===== config.mk =====
export PLATFORM = sky130hd
export DESIGN_NAME = mmio_uart_fifo_mapper
export DESIGN_NICKNAME = d
export VERILOG_FILES = /design/src/rtl/mmio_uart_fifo_mapper_pkg.sv /design/src/rtl/mmio_uart_fifo_mapper_sync_fifo.sv /design/src/rtl/mmio_uart_fifo_mapper.sv
export SDC_FILE = /design/constraint.sdc
export NUM_CORES = 1
export LEC_CHECK = 0
export CAP_MARGIN = 20
export CORE_UTILIZATION = 51
export CTS_CLUSTER_DIAMETER = 100
export CTS_CLUSTER_SIZE = 14
export DETAILED_ROUTE_END_ITERATION = 7
export PLACE_DENSITY = 0.78
export SYNTH_ARGS = -nofsm -noshare
export SYNTH_HDL_FRONTEND = slang
export SYNTH_SLANG_ARGS = --single-unit

===== constraint.sdc =====
create_clock -name in_clk -period 8.7 [get_ports in_clk]
set_clock_uncertainty 0.2 [all_clocks]
set_input_delay 1.74 -clock in_clk [delete_from_list [all_inputs] [get_ports in_clk]]
set_output_delay 1.74 -clock in_clk [all_outputs]
set_load 0.02 [all_outputs]

===== src/rtl/mmio_uart_fifo_mapper_pkg.sv =====
// Register map constants and STATUS word packing shared by the UART MMIO mapper.
package mmio_uart_fifo_mapper_pkg;

  typedef enum logic [1:0] {
    OFF_TXDATA = 2'd0,
    OFF_RXDATA = 2'd1,
    OFF_STATUS = 2'd2,
    OFF_CTRL   = 2'd3
  } reg_off_e;

  localparam int CH_STRIDE = 4;

  localparam int ST_TX_FULL     = 0;
  localparam int ST_TX_EMPTY    = 1;
  localparam int ST_RX_NONEMPTY = 2;
  localparam int ST_RX_OVF      = 3;
  localparam int ST_TX_DROP     = 4;
  localparam int ST_TX_CNT_LSB  = 8;
  localparam int ST_RX_CNT_LSB  = 16;

  localparam int CTRL_FLUSH_TX  = 0;
  localparam int CTRL_FLUSH_RX  = 1;
  localparam int CTRL_RX_IRQ_EN = 2;
  localparam int CTRL_CLR_FLAGS = 3;

  typedef struct packed {
    logic       tx_full;
    logic       tx_empty;
    logic       rx_nonempty;
    logic       rx_ovf;
    logic       tx_drop;
    logic [7:0] tx_cnt;
    logic [7:0] rx_cnt;
  } status_t;

  function automatic logic [31:0] pack_status(input status_t s);
    logic [31:0] w;
    w                       = '0;
    w[ST_TX_FULL]           = s.tx_full;
    w[ST_TX_EMPTY]          = s.tx_empty;
    w[ST_RX_NONEMPTY]       = s.rx_nonempty;
    w[ST_RX_OVF]            = s.rx_ovf;
    w[ST_TX_DROP]           = s.tx_drop;
    w[ST_TX_CNT_LSB +: 8]   = s.tx_cnt;
    w[ST_RX_CNT_LSB +: 8]   = s.rx_cnt;
    return w;
  endfunction

endpackage


===== src/rtl/mmio_uart_fifo_mapper_sync_fifo.sv =====
// Single-clock byte FIFO: push/pop/flush, head visible combinationally, 1-cycle push-to-visible.
// Full FIFO still accepts a push when a pop lands in the same cycle; flush overrides both.
module mmio_uart_fifo_mapper_sync_fifo #(
  parameter int WIDTH = 8,
  parameter int DEPTH = 8,
  localparam int AW   = $clog2(DEPTH),
  localparam int CW   = AW + 1
) (
  input  logic             clk,
  input  logic             rst_n,
  input  logic             push,
  input  logic [WIDTH-1:0] push_dat,
  input  logic             pop,
  input  logic             flush,
  output logic             full,
  output logic             empty,
  output logic [CW-1:0]    count,
  output logic [WIDTH-1:0] head
);

  logic [WIDTH-1:0] mem [DEPTH];
  logic [AW-1:0]    wr_ptr;
  logic [AW-1:0]    rd_ptr;
  logic [CW-1:0]    cnt;
  logic             do_push;
  logic             do_pop;

  assign empty   = (cnt == '0);
  assign full    = (cnt == CW'(DEPTH));
  assign count   = cnt;
  assign head    = mem[rd_ptr];
  assign do_pop  = pop & ~empty;
  assign do_push = push & (~full | do_pop);

  always_ff @(posedge clk) begin
    if (!rst_n || flush) begin
      wr_ptr <= '0;
      rd_ptr <= '0;
      cnt    <= '0;
    end else begin
      if (do_push) wr_ptr <= wr_ptr + 1'b1;
      if (do_pop)  rd_ptr <= rd_ptr + 1'b1;
      cnt <= cnt + CW'(do_push) - CW'(do_pop);
    end
  end

  // Storage needs no reset: contents are only observed through valid pointers.
  always_ff @(posedge clk) begin
    if (do_push && !flush) mem[wr_ptr] <= push_dat;
  end

endmodule


===== src/rtl/mmio_uart_fifo_mapper.sv =====
// MMIO decoder for NUM_CH UART channels with per-channel TX/RX FIFOs, STATUS/CTRL and level irq.
// Read data registered (1 cycle); TX drains on uart valid&ready; full FIFOs drop and flag.
module mmio_uart_fifo_mapper
  import mmio_uart_fifo_mapper_pkg::*;
#(
  parameter int NUM_CH     = 2,
  parameter int FIFO_DEPTH = 8,
  parameter int ADDR_W     = 12
) (
  input  logic                  in_clk,
  input  logic                  in_reset_n,
  input  logic [ADDR_W-1:0]     in_address,
  input  logic [31:0]           in_write_data,
  input  logic                  in_write_en,
  input  logic                  in_read_en,
  output logic [31:0]           out_read_data,
  output logic                  out_irq,
  output logic [8*NUM_CH-1:0]   out_uart_tx_data,
  output logic [NUM_CH-1:0]     out_uart_tx_valid,
  input  logic [NUM_CH-1:0]     in_uart_tx_ready,
  input  logic [8*NUM_CH-1:0]   in_uart_rx_data,
  input  logic [NUM_CH-1:0]     in_uart_rx_valid
);

  localparam int CW = $clog2(FIFO_DEPTH) + 1;

  reg_off_e                   off;
  logic                       in_range;
  logic                       rd_only;
  logic [NUM_CH-1:0]          ch_sel;
  logic [NUM_CH-1:0]          rx_nonempty;
  logic [NUM_CH-1:0]          rx_ovf;
  logic [NUM_CH-1:0]          rx_irq_en;
  logic [NUM_CH-1:0][7:0]     rx_head;
  status_t [NUM_CH-1:0]       st;
  logic [31:0]                rd_word;
  logic                       irq_next;
  logic                       unused_wdata;

  assign off          = reg_off_e'(in_address[1:0]);
  assign in_range     = in_address < ADDR_W'(CH_STRIDE * NUM_CH);
  // A read colliding with a write is dropped entirely, including its pop.
  assign rd_only      = in_read_en & ~in_write_en;
  assign unused_wdata = ^in_write_data[31:8];

  for (genvar c = 0; c < NUM_CH; c++) begin : g_ch
    logic          wr_hit;
    logic          rd_hit;
    logic          ctrl_wr;
    logic          tx_push, tx_pop, tx_flush, tx_full, tx_empty;
    logic          rx_push, rx_pop, rx_flush, rx_full, rx_empty;
    logic [CW-1:0] tx_cnt, rx_cnt;
    logic          ovf_set, drop_set, flag_clr;
    logic          ovf_q, drop_q, irq_en_q;

    assign ch_sel[c] = in_range && (in_address[ADDR_W-1:2] == (ADDR_W-2)'(c));
    assign wr_hit    = in_write_en & ch_sel[c];
    assign rd_hit    = rd_only & ch_sel[c];
    assign ctrl_wr   = wr_hit & (off == OFF_CTRL);

    assign tx_push   = wr_hit & (off == OFF_TXDATA);
    assign tx_pop    = ~tx_empty & in_uart_tx_ready[c];
    assign tx_flush  = ctrl_wr & in_write_data[CTRL_FLUSH_TX];
    assign rx_push   = in_uart_rx_valid[c];
    assign rx_pop    = rd_hit & (off == OFF_RXDATA);
    assign rx_flush  = ctrl_wr & in_write_data[CTRL_FLUSH_RX];

    mmio_uart_fifo_mapper_sync_fifo #(.WIDTH(8), .DEPTH(FIFO_DEPTH)) u_tx_fifo (
      .clk      (in_clk),
      .rst_n    (in_reset_n),
      .push     (tx_push),
      .push_dat (in_write_data[7:0]),
      .pop      (tx_pop),
      .flush    (tx_flush),
      .full     (tx_full),
      .empty    (tx_empty),
      .count    (tx_cnt),
      .head     (out_uart_tx_data[8*c +: 8])
    );

    mmio_uart_fifo_mapper_sync_fifo #(.WIDTH(8), .DEPTH(FIFO_DEPTH)) u_rx_fifo (
      .clk      (in_clk),
      .rst_n    (in_reset_n),
      .push     (rx_push),
      .push_dat (in_uart_rx_data[8*c +: 8]),
      .pop      (rx_pop),
      .flush    (rx_flush),
      .full     (rx_full),
      .empty    (rx_empty),
      .count    (rx_cnt),
      .head     (rx_head[c])
    );

    // A byte is only lost when the FIFO stays full; a concurrent flush discards it silently.
    assign drop_set = tx_push & tx_full & ~tx_pop & ~tx_flush;
    assign ovf_set  = rx_push & rx_full & ~(rx_pop & ~rx_empty) & ~rx_flush;
    assign flag_clr = ctrl_wr & in_write_data[CTRL_CLR_FLAGS];

    always_ff @(posedge in_clk) begin
      if (!in_reset_n) begin
        ovf_q    <= 1'b0;
        drop_q   <= 1'b0;
        irq_en_q <= 1'b0;
      end else begin
        ovf_q  <= ovf_set  | (ovf_q  & ~flag_clr);
        drop_q <= drop_set | (drop_q & ~flag_clr);
        if (ctrl_wr) irq_en_q <= in_write_data[CTRL_RX_IRQ_EN];
      end
    end

    assign out_uart_tx_valid[c] = ~tx_empty;
    assign rx_nonempty[c]       = ~rx_empty;
    assign rx_ovf[c]            = ovf_q;
    assign rx_irq_en[c]         = irq_en_q;
    assign st[c] = '{tx_full:     tx_full,
                     tx_empty:    tx_empty,
                     rx_nonempty: ~rx_empty,
                     rx_ovf:      ovf_q,
                     tx_drop:     drop_q,
                     tx_cnt:      8'(tx_cnt),
                     rx_cnt:      8'(rx_cnt)};
  end

  always_comb begin
    rd_word = '0;
    if (rd_only) begin
      for (int c = 0; c < NUM_CH; c++) begin
        if (ch_sel[c]) begin
          case (off)
            OFF_RXDATA: rd_word = {24'b0, rx_nonempty[c] ? rx_head[c] : 8'h00};
            OFF_STATUS: rd_word = pack_status(st[c]);
            OFF_CTRL:   rd_word = {29'b0, rx_irq_en[c], 2'b0};
            default:    rd_word = '0;
          endcase
        end
      end
    end
  end

  assign irq_next = (|(rx_irq_en & rx_nonempty)) | (|rx_ovf);

  always_ff @(posedge in_clk) begin
    if (!in_reset_n) begin
      out_read_data <= '0;
      out_irq       <= 1'b0;
    end else begin
      if (in_read_en) out_read_data <= rd_word;
      out_irq <= irq_next;
    end
  end

endmodule


==> results.py, run 1 <==
metrics = {
    "setup_path": {
        "max_stage_delay_ps": 800,
        "crit_fanout": 8,
        "cp_slowest_cell": "nor2_1",
        "cp.arrival_ps": 4850,
        "critPathKind": "in2reg",
        "required_ps": 8660,
        "cp_cell_sequence": "clkdlybuf4s50_1, or4_1, nor4_2, a21o_1, nand4_1, nor2_1",
        "critPathCaptureType": "register",
        "cp-start-kind": "input pin",
    },
    "drt": {
        "wire_per_inst_um": 20.5,
        "vias_per_cell": 5.71,
        "route.detailed.drc": 7,
        "vias": 7547,
        "antenna_left": 0,
        "wl_um": 27100,
        "drt_pre_antenna_iters": 7,
        "first_iter_violations": 569,
    },
    "yosys": {
        "synth_top_family_by_area": "multiplexers",
        "synth_top_flop_cell": "edfxtp_1",
        "synth_cell_types": 56,
        "seq_area_frac_synth_pct": 67.0,
        "synth_edf_count": 256,
        "postSynthAreaPerCell_um2": 15.7,
        "synth_mux_area_share_pct": 13.2,
        "netlist.area_leader.share_pct": 56.0,
        "ys_async_sr_fraction_pct": 0,
        "netlist_top_cells_count": "edfxtp_1 (256), dfxtp_1 (75), mux4_2 (63)",
        "syn_inst": 874,
        "synth_area_leaders": "edfxtp_1 (56%), dfxtp_1 (11%), mux4_2 (10%)",
        "yosys_warnings": 0,
        "synth-seq-cells": 331,
        "synth_fa_ha_area_share_pct": 3.41,
        "synthXorXnorAreaFrac_pct": 1.34,
        "synth_compound_area_share_pct": 3.82,
        "synth_simple_gate_area_share_pct": 8.31,
        "yosys.cell_count.top_type": "edfxtp_1",
        "netlist.top_cell.by_area": "edfxtp_1",
        "syn-cell-area_um2": 13700,
    },
    "floorplanning": {
        "die_y_um": 166,
        "core-area_um2": 26200,
        "fp.dieW_um": 166,
        "num_rows": 59,
        "design.die.area_um2": 27600,
        "initial_core_util_pct": 52.4,
        "ios": 119,
    },
    "placement": {
        "portBuffers": 78,
        "globalplace.congestion": 0.824,
        "dp_hpwl_um": 18300,
        "dpl_worst_slack_ps": 3220,
        "place_inst": 1270,
    },
    "sta": {
        "hold_viol_final": 0,
        "rsz0062_at_grt": "no",
        "relSlewSlack_pct": 31.4,
        "max_freq_ghz": 0.204,
        "finalSetupTns_ps": 0,
        "period_share_pct": 56.3,
        "fin_crit_ps": 4900,
        "layout_setup_ws_ps": 3800,
        "whs_ps": 260,
        "finalMaxSlewViolations": 0,
        "worstMarginPinSlew_ps": 1030,
        "finalSetupViolCount": 0,
    },
    "clocking": {
        "cts_resized": 0,
        "cts_tree": "built",
        "cts_buffers": 27,
        "cts.path.max_buffers": 3,
        "cts_root_buf": "clkbuf_16",
        "cts_max_level": 1,
        "clk_latency_ps": 540,
        "postCtsSetupRepairBufs": 0,
        "cts-hold-fix-buffers": 0,
        "path_clk_slew_ps": 60,
        "clock-sinks": 331,
    },
    "flow_run": {
        "max_cap_violations": 0,
    },
    "min_path": {
        "min_path_type": "reg2reg",
    },
    "power_and_ir_drop": {
        "p_leak_uw": 0.00516,
        "ir_worst_vdd_uv": 182,
        "swShare_pct": 26.0,
        "pwr-share-comb_pct": 20.1,
        "p_int_uw": 2750,
        "power_frac_seq_pct": 50.3,
        "p_switching_uw": 963,
        "clock_power_share_pct": 29.7,
        "power_density_nw_per_um2": 237,
    },
    "cells_and_area": {
        "area_growth_pct": 14.1,
        "antennaDiodeCount": 0,
        "fin_nets": 1069,
        "fin_cells": 1321,
        "fin_util_pct": 59.8,
        "nFillCells": 1935,
        "drive_gt1_share_pct": 14.7,
    },
    "global_route": {
        "antenna_found_initial": 0,
        "grt_max_degree": 32,
        "grt_first_pass_wirelength_um": 42200,
        "grt_use_total_pct": 19.9,
        "grt-ovfl-total": 0,
        "grt_pass1_vias": 7674,
    },
    "outcome": {
        "status": "finished, violations left",
        "violations": "design-rule violations",
    },
}
path summary, 6_finish.rpt:
path,slack (ps),depth (start not counted),to,startpoint
min reg2reg,260,2,out_read_data[17]$_SDFFE_PN0P_,out_read_data[17]$_SDFFE_PN0P_
min,260,2,out_read_data[17]$_SDFFE_PN0P_,out_read_data[17]$_SDFFE_PN0P_
max,3800,6,g_ch[1].u_rx_fifo.mem[5][0]$_DFFE_PP_,in_address[10]
max reg2reg,5580,8,g_ch[0].u_rx_fifo.mem[1][3]$_DFFE_PP_,g_ch[0].u_rx_fifo.count[2]$_SDFF_PP0_
layer usage:
metal	GRT usage [%]	share of wire, %	up-vias
li1	-	-	3496
met1	26.0	41	3780
met2	34.9	52	230
met3	3.50	5.9	41
met4	4.59	1.9	0
met5	0	0	-
cell type report:
| class | count | area (um^2) | area share, % |
|---|---|---|---|
| clock inverters | 1 | 6.26 | 0.0400 |
| inverters | 36 | 135 | 0.863 |
| multi-input cells | 471 | 4190 | 26.8 |
| flip-flops and latches | 331 | 9190 | 58.7 |
| well taps | 335 | 419 | 2.68 |
| repair buffers | 99 | 966 | 6.17 |
| clock buffers | 48 | 754 | 4.82 |
power by group through the flow:
stage          combinational, uW  clock, uW  sequential [uW]
6_report                     745       1100             1860
3_3_place_gp                 683          0             1920
5_1_grt                      821       1180             1870
2_1_floorplan                540          0             1850
4_1_cts                      705       1130             1890
3_5_place_dp                 701          0             1920
cells in the final DEF, fill, tap and decap left out, drive strengths merged, types with 13 or more instances in the layout:
cell,n
a21oi,21
buf,21
clkbuf,48
clkdlybuf4s50,78
conb,16
dfxtp,75
edfxtp,256
ha,31
inv,37
mux2,19
mux2i,18
mux4,63
nand2,50
nand2b,13
nand3,24
nor2,58
o21ai,20
flip-flops by register name, indices dropped and copies added (netlist names), named ones only:
signal                 count
g_ch.u_rx_fifo.mem       128
g_ch.u_tx_fifo.mem       128
out_read_data             16
g_ch.u_rx_fifo.count       8
g_ch.u_tx_fifo.count       8
g_ch.u_rx_fifo.rd_ptr      6
g_ch.u_rx_fifo.wr_ptr      6
g_ch.u_tx_fifo.rd_ptr      6
g_ch.u_tx_fifo.wr_ptr      6
g_ch.drop_q                2
g_ch.irq_en_q              2
g_ch.ovf_q                 2
out_irq                    1
metrics by stage:
stage,area [um^2],power (uW)
floorplan,13800,2390
global placement,14900,2600
detailed placement,14900,2630
CTS,15600,3720
global route,15700,3880
finish,15700,3710
logic make-up after synthesis:
kind of cell	count (synthesis)
buffers and inverters	87
AOI/OAI and AO/OA	80
and+or+nand+nor	219
other	1
xor gates and xnor gates	21
adders and majority gates	35
DFF	331
muxes	100
worst max-delay path, delay by kind of cell:
family	cells	cell delay [ps]
and+or+nand+nor	4	2470
buffers and inverters	1	410
AOI/OAI and AO/OA	1	230
(Power assumes the default switching activity.)
==> run 2: changes to the inputs <==
clock period = 5 ns   (was 8.7 ns; I/O delays follow)
==> run 2 against run 1 <==
Compared with the run above:
- the run still ends with design-rule violations left
- total power grew 74%
- critical path depth grew 4
- first-iteration DRC count grew 16%
- count of clock-buffer cells in the layout is the same
- critical path type unchanged
- critical endpoint is now g_ch[1].u_rx_fifo.count[2]$_SDFF_PP0_
- largest cell class unchanged
- highest routed layer unchanged
==> results.py, run 2 (synthesis gave the netlist of run 1 again) <==
metrics = {
    "outcome": {
        "status": "finished, violations left",
        "violations": "design-rule violations",
    },
    "drt": {
        "route.detailed.drc": 7,
        "vias_per_cell": 5.69,
        "first_iter_violations": 662,
        "wire_per_inst_um": 20.8,
        "vias": 7653,
        "drt_pre_antenna_iters": 8,
        "wl_um": 28000,
        "antenna_left": 0,
    },
    "clocking": {
        "cts_buffers": 27,
        "path_clk_slew_ps": 70,
        "cts_resized": 0,
        "cts_tree": "built",
        "clock-sinks": 331,
        "cts-hold-fix-buffers": 0,
        "cts_max_level": 1,
        "cts.path.max_buffers": 3,
        "clk_latency_ps": 540,
        "postCtsSetupRepairBufs": 0,
        "cts_root_buf": "clkbuf_16",
    },
    "power_and_ir_drop": {
        "power_density_nw_per_um2": 408,
        "power_frac_seq_pct": 49.9,
        "p_int_uw": 4770,
        "swShare_pct": 26.1,
        "ir_worst_vdd_uv": 313,
        "pwr-share-comb_pct": 20.3,
        "clock_power_share_pct": 29.8,
        "power_uw": 6450,
        "p_leak_uw": 0.00529,
        "p_switching_uw": 1690,
    },
    "global_route": {
        "grt_max_degree": 22,
        "grt-ovfl-total": 0,
        "antenna_found_initial": 0,
        "grt_first_pass_wirelength_um": 44300,
        "grt_pass1_vias": 8008,
        "grt_use_total_pct": 21.0,
    },
    "sta": {
        "fin_crit_ps": 3900,
        "finalSetupTns_ps": 0,
        "worstMarginPinSlew_ps": 910,
        "period_share_pct": 78.0,
        "finalMaxSlewViolations": 0,
        "finalSetupViolCount": 0,
        "hold_viol_final": 0,
        "max_freq_ghz": 0.256,
        "relSlewSlack_pct": 39.3,
        "rsz0062_at_grt": "no",
    },
    "setup_path": {
        "cp.arrival_ps": 4120,
        "max_stage_delay_ps": 780,
        "crit_start": "in_address[10]",
        "cp-start-kind": "input pin",
        "reg2reg_slack_ps": 2120,
        "endpoint": "g_ch[1].u_rx_fifo.count[2]$_SDFF_PP0_",
        "crit_fanout": 8,
        "critPathKind": "in2reg",
        "r2r_cells": 13,
        "reg2reg_from": "g_ch[0].u_rx_fifo.count[3]$_SDFF_PP0_",
        "cp_slowest_cell": "or4_1",
        "cp_cell_sequence": "clkdlybuf4s50_1, or4_1, or4_4, or3_4, nand2_1, ha_1, inv_1, fa_1, xor2_1, nor2_1",
        "r2r-end": "g_ch[0].u_rx_fifo.count[2]$_SDFF_PP0_",
        "critPathCaptureType": "register",
        "required_ps": 5220,
    },
    "flow_run": {
        "max_cap_violations": 0,
    },
    "placement": {
        "dp_hpwl_um": 18700,
        "globalplace.congestion": 0.816,
        "portBuffers": 78,
    },
    "cells_and_area": {
        "regArea_um2": 9190,
        "top_regs": "g_ch.u_rx_fifo.mem (128), g_ch.u_tx_fifo.mem (128), out_read_data (16)",
        "mostFrequentLayoutCells": "edfxtp_1 (256), clkdlybuf4s50_1 (78), dfxtp_1 (75)",
        "drive_gt1_share_pct": 16.8,
        "area_growth_pct": 15.3,
        "antennaDiodeCount": 0,
        "nFillCells": 1936,
        "final_common_cell": "edfxtp_1",
        "fin_nets": 1094,
        "multi_input_area_um2": 4190,
    },
    "floorplanning": {
        "core-area_um2": 26200,
        "ios": 119,
        "initial_core_util_pct": 52.4,
        "design.die.area_um2": 27600,
        "die_y_um": 166,
        "fp.dieW_um": 166,
        "num_rows": 59,
    },
    "min_path": {
        "min_path_type": "reg2reg",
    },
}
## run 2: cell count changes in the layout (fill, tap and decap cells not counted)
cell    change
buf_8       -1
buf_16      -1
buf_4      +27
## run 2: per-stage QoR
stage | utilization, % | instances | setup WS, ps | area [um^2] | hold WS [ps]
after floorplan | - | 889 | 1240 | 13800 | 221
after global placement | 57.5 | 1297 | 588 | 15100 | 242
after detailed placement | 57.5 | 1297 | 552 | 15100 | 247
after CTS | 60.4 | 1346 | 1070 | 15800 | 265
after global routing | 60.4 | 1346 | 952 | 15800 | 298
final | 60.4 | 1346 | 1100 | 15800 | 264
## run 2: area by class of cell
| cell class | count | share of cell area, % |
|---|---|---|
| sequential | 331 | 58.1 |
| multi-input combinational | 471 | 26.5 |
| timing repair buffer | 124 | 7.12 |
| clock buffer | 48 | 4.77 |
| tap | 335 | 2.65 |
| inverter | 36 | 0.854 |
| clock inverter | 1 | 0.0395 |
## run 2: power groups by stage
stage          Clock [uW]  Sequential [uW]  Combinational [uW]
2_1_floorplan           0             3220                 939
3_3_place_gp            0             3270                1290
3_5_place_dp            0             3280                1320
4_1_cts              1960             3220                1330
5_1_grt              2060             3240                1460
6_report             1920             3220                1310
## run 2: per-layer routing
metal  vias up  track usage [%]  share of wire [%]
li1       3530                -                  -
met1      3832             26.8                 40
met2       244             37.7                 52
met3        47             2.50                5.7
met4         0             6.10                2.6
met5         -                0                  0
## run 2: worst min path at each step
stage,endpoint,depth (start not counted),startpoint,slack (ps)
2_1_floorplan,g_ch[1].drop_q$_SDFF_PN0_,2,g_ch[1].drop_q$_SDFF_PN0_,220
3_3_place_gp,out_read_data[11]$_SDFFE_PN0P_,2,out_read_data[11]$_SDFFE_PN0P_,240
3_5_place_dp,out_read_data[10]$_SDFFE_PN0P_,2,out_read_data[10]$_SDFFE_PN0P_,250
4_1_cts,out_read_data[10]$_SDFFE_PN0P_,2,out_read_data[10]$_SDFFE_PN0P_,260
5_1_grt,out_read_data[9]$_SDFFE_PN0P_,2,out_read_data[9]$_SDFFE_PN0P_,300
6_report,out_read_data[18]$_SDFFE_PN0P_,2,out_read_data[18]$_SDFFE_PN0P_,260
## run 2: critical path, delay by kind of cell
kind / cells / cell delay, ps
xor gates and xnor gates: 1 / 160
and+or+nand+nor: 5 / 1960
adders and majority gates: 2 / 530
buffers and inverters: 2 / 460
==> run 3: changes to the inputs <==
PLACE_DENSITY = 0.81   (was 0.78)
clock period = 3.5 ns   (was 5 ns; I/O delays follow)
==> run 3 against run 2 <==
Compared with the run above:
- the flow still finishes with violations (design-rule violations)
- critical path type is now reg2out
- total power grew 45%
- combinational power rose by 50%
- via count up 1.9%
==> results.py, run 3 (synthesis gave the netlist of run 1 again) <==
metrics = {
    "outcome": {
        "status": "finished, violations left",
        "violations": "design-rule violations",
    },
    "clocking": {
        "cts_buffers": 27,
        "cts_tree": "built",
        "cts_resized": 2,
        "cts_max_level": 1,
        "clk_latency_ps": 540,
        "cts-hold-fix-buffers": 0,
        "path_clk_slew_ps": 60,
        "clock-sinks": 331,
        "postCtsSetupRepairBufs": 0,
        "cts.path.max_buffers": 3,
        "cts_root_buf": "clkbuf_16",
    },
    "power_and_ir_drop": {
        "power_uw": 9330,
        "power_density_nw_per_um2": 579,
        "ir_worst_vdd_uv": 422,
        "clock_power_share_pct": 29.9,
        "p_int_uw": 6900,
        "p_leak_uw": 0.00545,
        "pwr-share-comb_pct": 21.1,
        "power_frac_seq_pct": 49.1,
        "p_switching_uw": 2430,
        "swShare_pct": 26.1,
    },
    "min_path": {
        "min_path_type": "reg2reg",
        "holdPathEnd": "out_read_data[11]$_SDFFE_PN0P_",
        "worstHoldStart": "out_read_data[11]$_SDFFE_PN0P_",
        "hold_path_depth": 2,
    },
    "sta": {
        "relSlewSlack_pct": 42.5,
        "finalSetupViolCount": 0,
        "max_freq_ghz": 0.291,
        "fin_crit_ps": 3430,
        "worstMarginPinSlew_ps": 860,
        "period_share_pct": 98.1,
        "finalMaxSlewViolations": 0,
        "hold_viol_final": 0,
    },
    "drt": {
        "wire_per_inst_um": 20.8,
        "wl_um": 28600,
        "vias_per_cell": 5.67,
        "drt_pre_antenna_iters": 8,
        "antenna_left": 0,
        "vias": 7798,
        "route.detailed.drc": 7,
        "first_iter_violations": 561,
    },
    "setup_path": {
        "critPathBufInv": 2,
        "reg2reg_slack_ps": 690,
        "cp_num_cells": 4,
        "cp_slowest_cell": "mux4_2",
        "cp.arrival_ps": 2530,
        "max_stage_delay_ps": 590,
        "critPathKind": "reg2out",
        "r2r_cells": 7,
        "cp_cell_sequence": "buf_6, mux4_2, mux2_2, clkdlybuf4s50_1",
        "critPathCaptureType": "primary output",
        "r2r-end": "g_ch[1].u_rx_fifo.mem[6][2]$_DFFE_PP_",
        "reg2reg_from": "g_ch[1].u_rx_fifo.count[2]$_SDFF_PP0_",
        "crit_fanout": 16,
        "required_ps": 2600,
        "cp-start-kind": "register",
        "critPathTopFamily": "multiplexers",
    },
    "floorplanning": {
        "num_rows": 59,
        "core-area_um2": 26200,
        "ios": 119,
        "initial_core_util_pct": 52.4,
        "design.die.area_um2": 27600,
        "die_y_um": 166,
        "fp.dieW_um": 166,
    },
    "global_route": {
        "grt-ovfl-total": 0,
        "grt_first_pass_wirelength_um": 44400,
        "grt_use_total_pct": 21.0,
        "antenna_found_initial": 0,
        "grt_pass1_vias": 7925,
        "grt_max_degree": 24,
    },
    "cells_and_area": {
        "regArea_um2": 9190,
        "drive_gt1_share_pct": 19.5,
        "final_common_cell": "edfxtp_1",
        "fin_cells": 1376,
        "antennaDiodeCount": 0,
        "area_growth_pct": 17.4,
        "postLayoutCellArea_um2": 16100,
        "fin_nets": 1123,
        "multi_input_area_um2": 4190,
        "mostFrequentLayoutCells": "edfxtp_1 (256), clkdlybuf4s50_1 (78), dfxtp_1 (74)",
        "top_regs": "g_ch.u_rx_fifo.mem (128), g_ch.u_tx_fifo.mem (128), out_read_data (16)",
        "fin_util_pct": 61.5,
        "nFillCells": 1875,
    },
    "placement": {
        "place_inst": 1326,
        "place_area_um2": 15300,
        "portBuffers": 78,
        "globalplace.congestion": 0.857,
        "dp_hpwl_um": 19500,
    },
    "flow_run": {
        "max_cap_violations": 0,
    },
}
## run 3: worst max-delay path by stage
stage,start,to,slack [ps]
after floorplan,in_address[10],g_ch[1].u_rx_fifo.count[2]$_SDFF_PP0_,40
after global placement,in_address[10],g_ch[1].u_rx_fifo.count[2]$_SDFF_PP0_,-390
after detailed placement,in_address[10],g_ch[1].u_rx_fifo.mem[5][1]$_DFFE_PP_,-540
after CTS,in_address[10],g_ch[1].u_rx_fifo.mem[5][0]$_DFFE_PP_,8
after global routing,in_address[10],g_ch[1].u_rx_fifo.mem[6][1]$_DFFE_PP_,-8
final,register,out_uart_tx_data[10],70
## run 3: area by class of cell
| class | instances | share of cell area [%] |
|---|---|---|
| timing repair buffer | 153 | 8.57 |
| clock inverter | 1 | 0.0544 |
| multi-input combinational | 471 | 26.0 |
| clock buffer | 49 | 4.84 |
| tap | 335 | 2.60 |
| inverter | 36 | 0.839 |
| sequential | 331 | 57.1 |
## run 3: worst register-to-register path, delay by kind of cell (launching register included)
kind | cells | cell delay, ps
AO/OA/AOI/OAI | 1 | 200
adder cells (fa/ha/maj) | 1 | 220
buffers and inverters | 1 | 120
flip-flops | 1 | 410
AND/OR/NAND/NOR | 4 | 1300
## run 3: stage by stage
step,setup WS (ps),hold slack (ps),TNS (ps)
after floorplan,41.9,221,0
after global placement,-387,239,-25630
after detailed placement,-539,244,-34640
after CTS,8.02,260,0
after global routing,-8.33,294,-23.1
final,68.1,254,0
## run 3: routing by layer
metal | up-vias | wire [um] | GRT usage [%]
met3 | 49 | 1880 | 3.41
met4 | 0 | 809 | 6.54
met2 | 269 | 14600 | 37.0
met1 | 3877 | 11300 | 26.8
met5 | - | 0 | 0
li1 | 3603 | - | -
## run 3: power groups by stage
stage	clock network (uW)	logic [uW]	registers [uW]
global placement	0	1890	4650
CTS	2820	1980	4580
detailed placement	0	1950	4660
finish	2790	1970	4580
floorplan	0	1340	4600
global route	2960	2140	4600
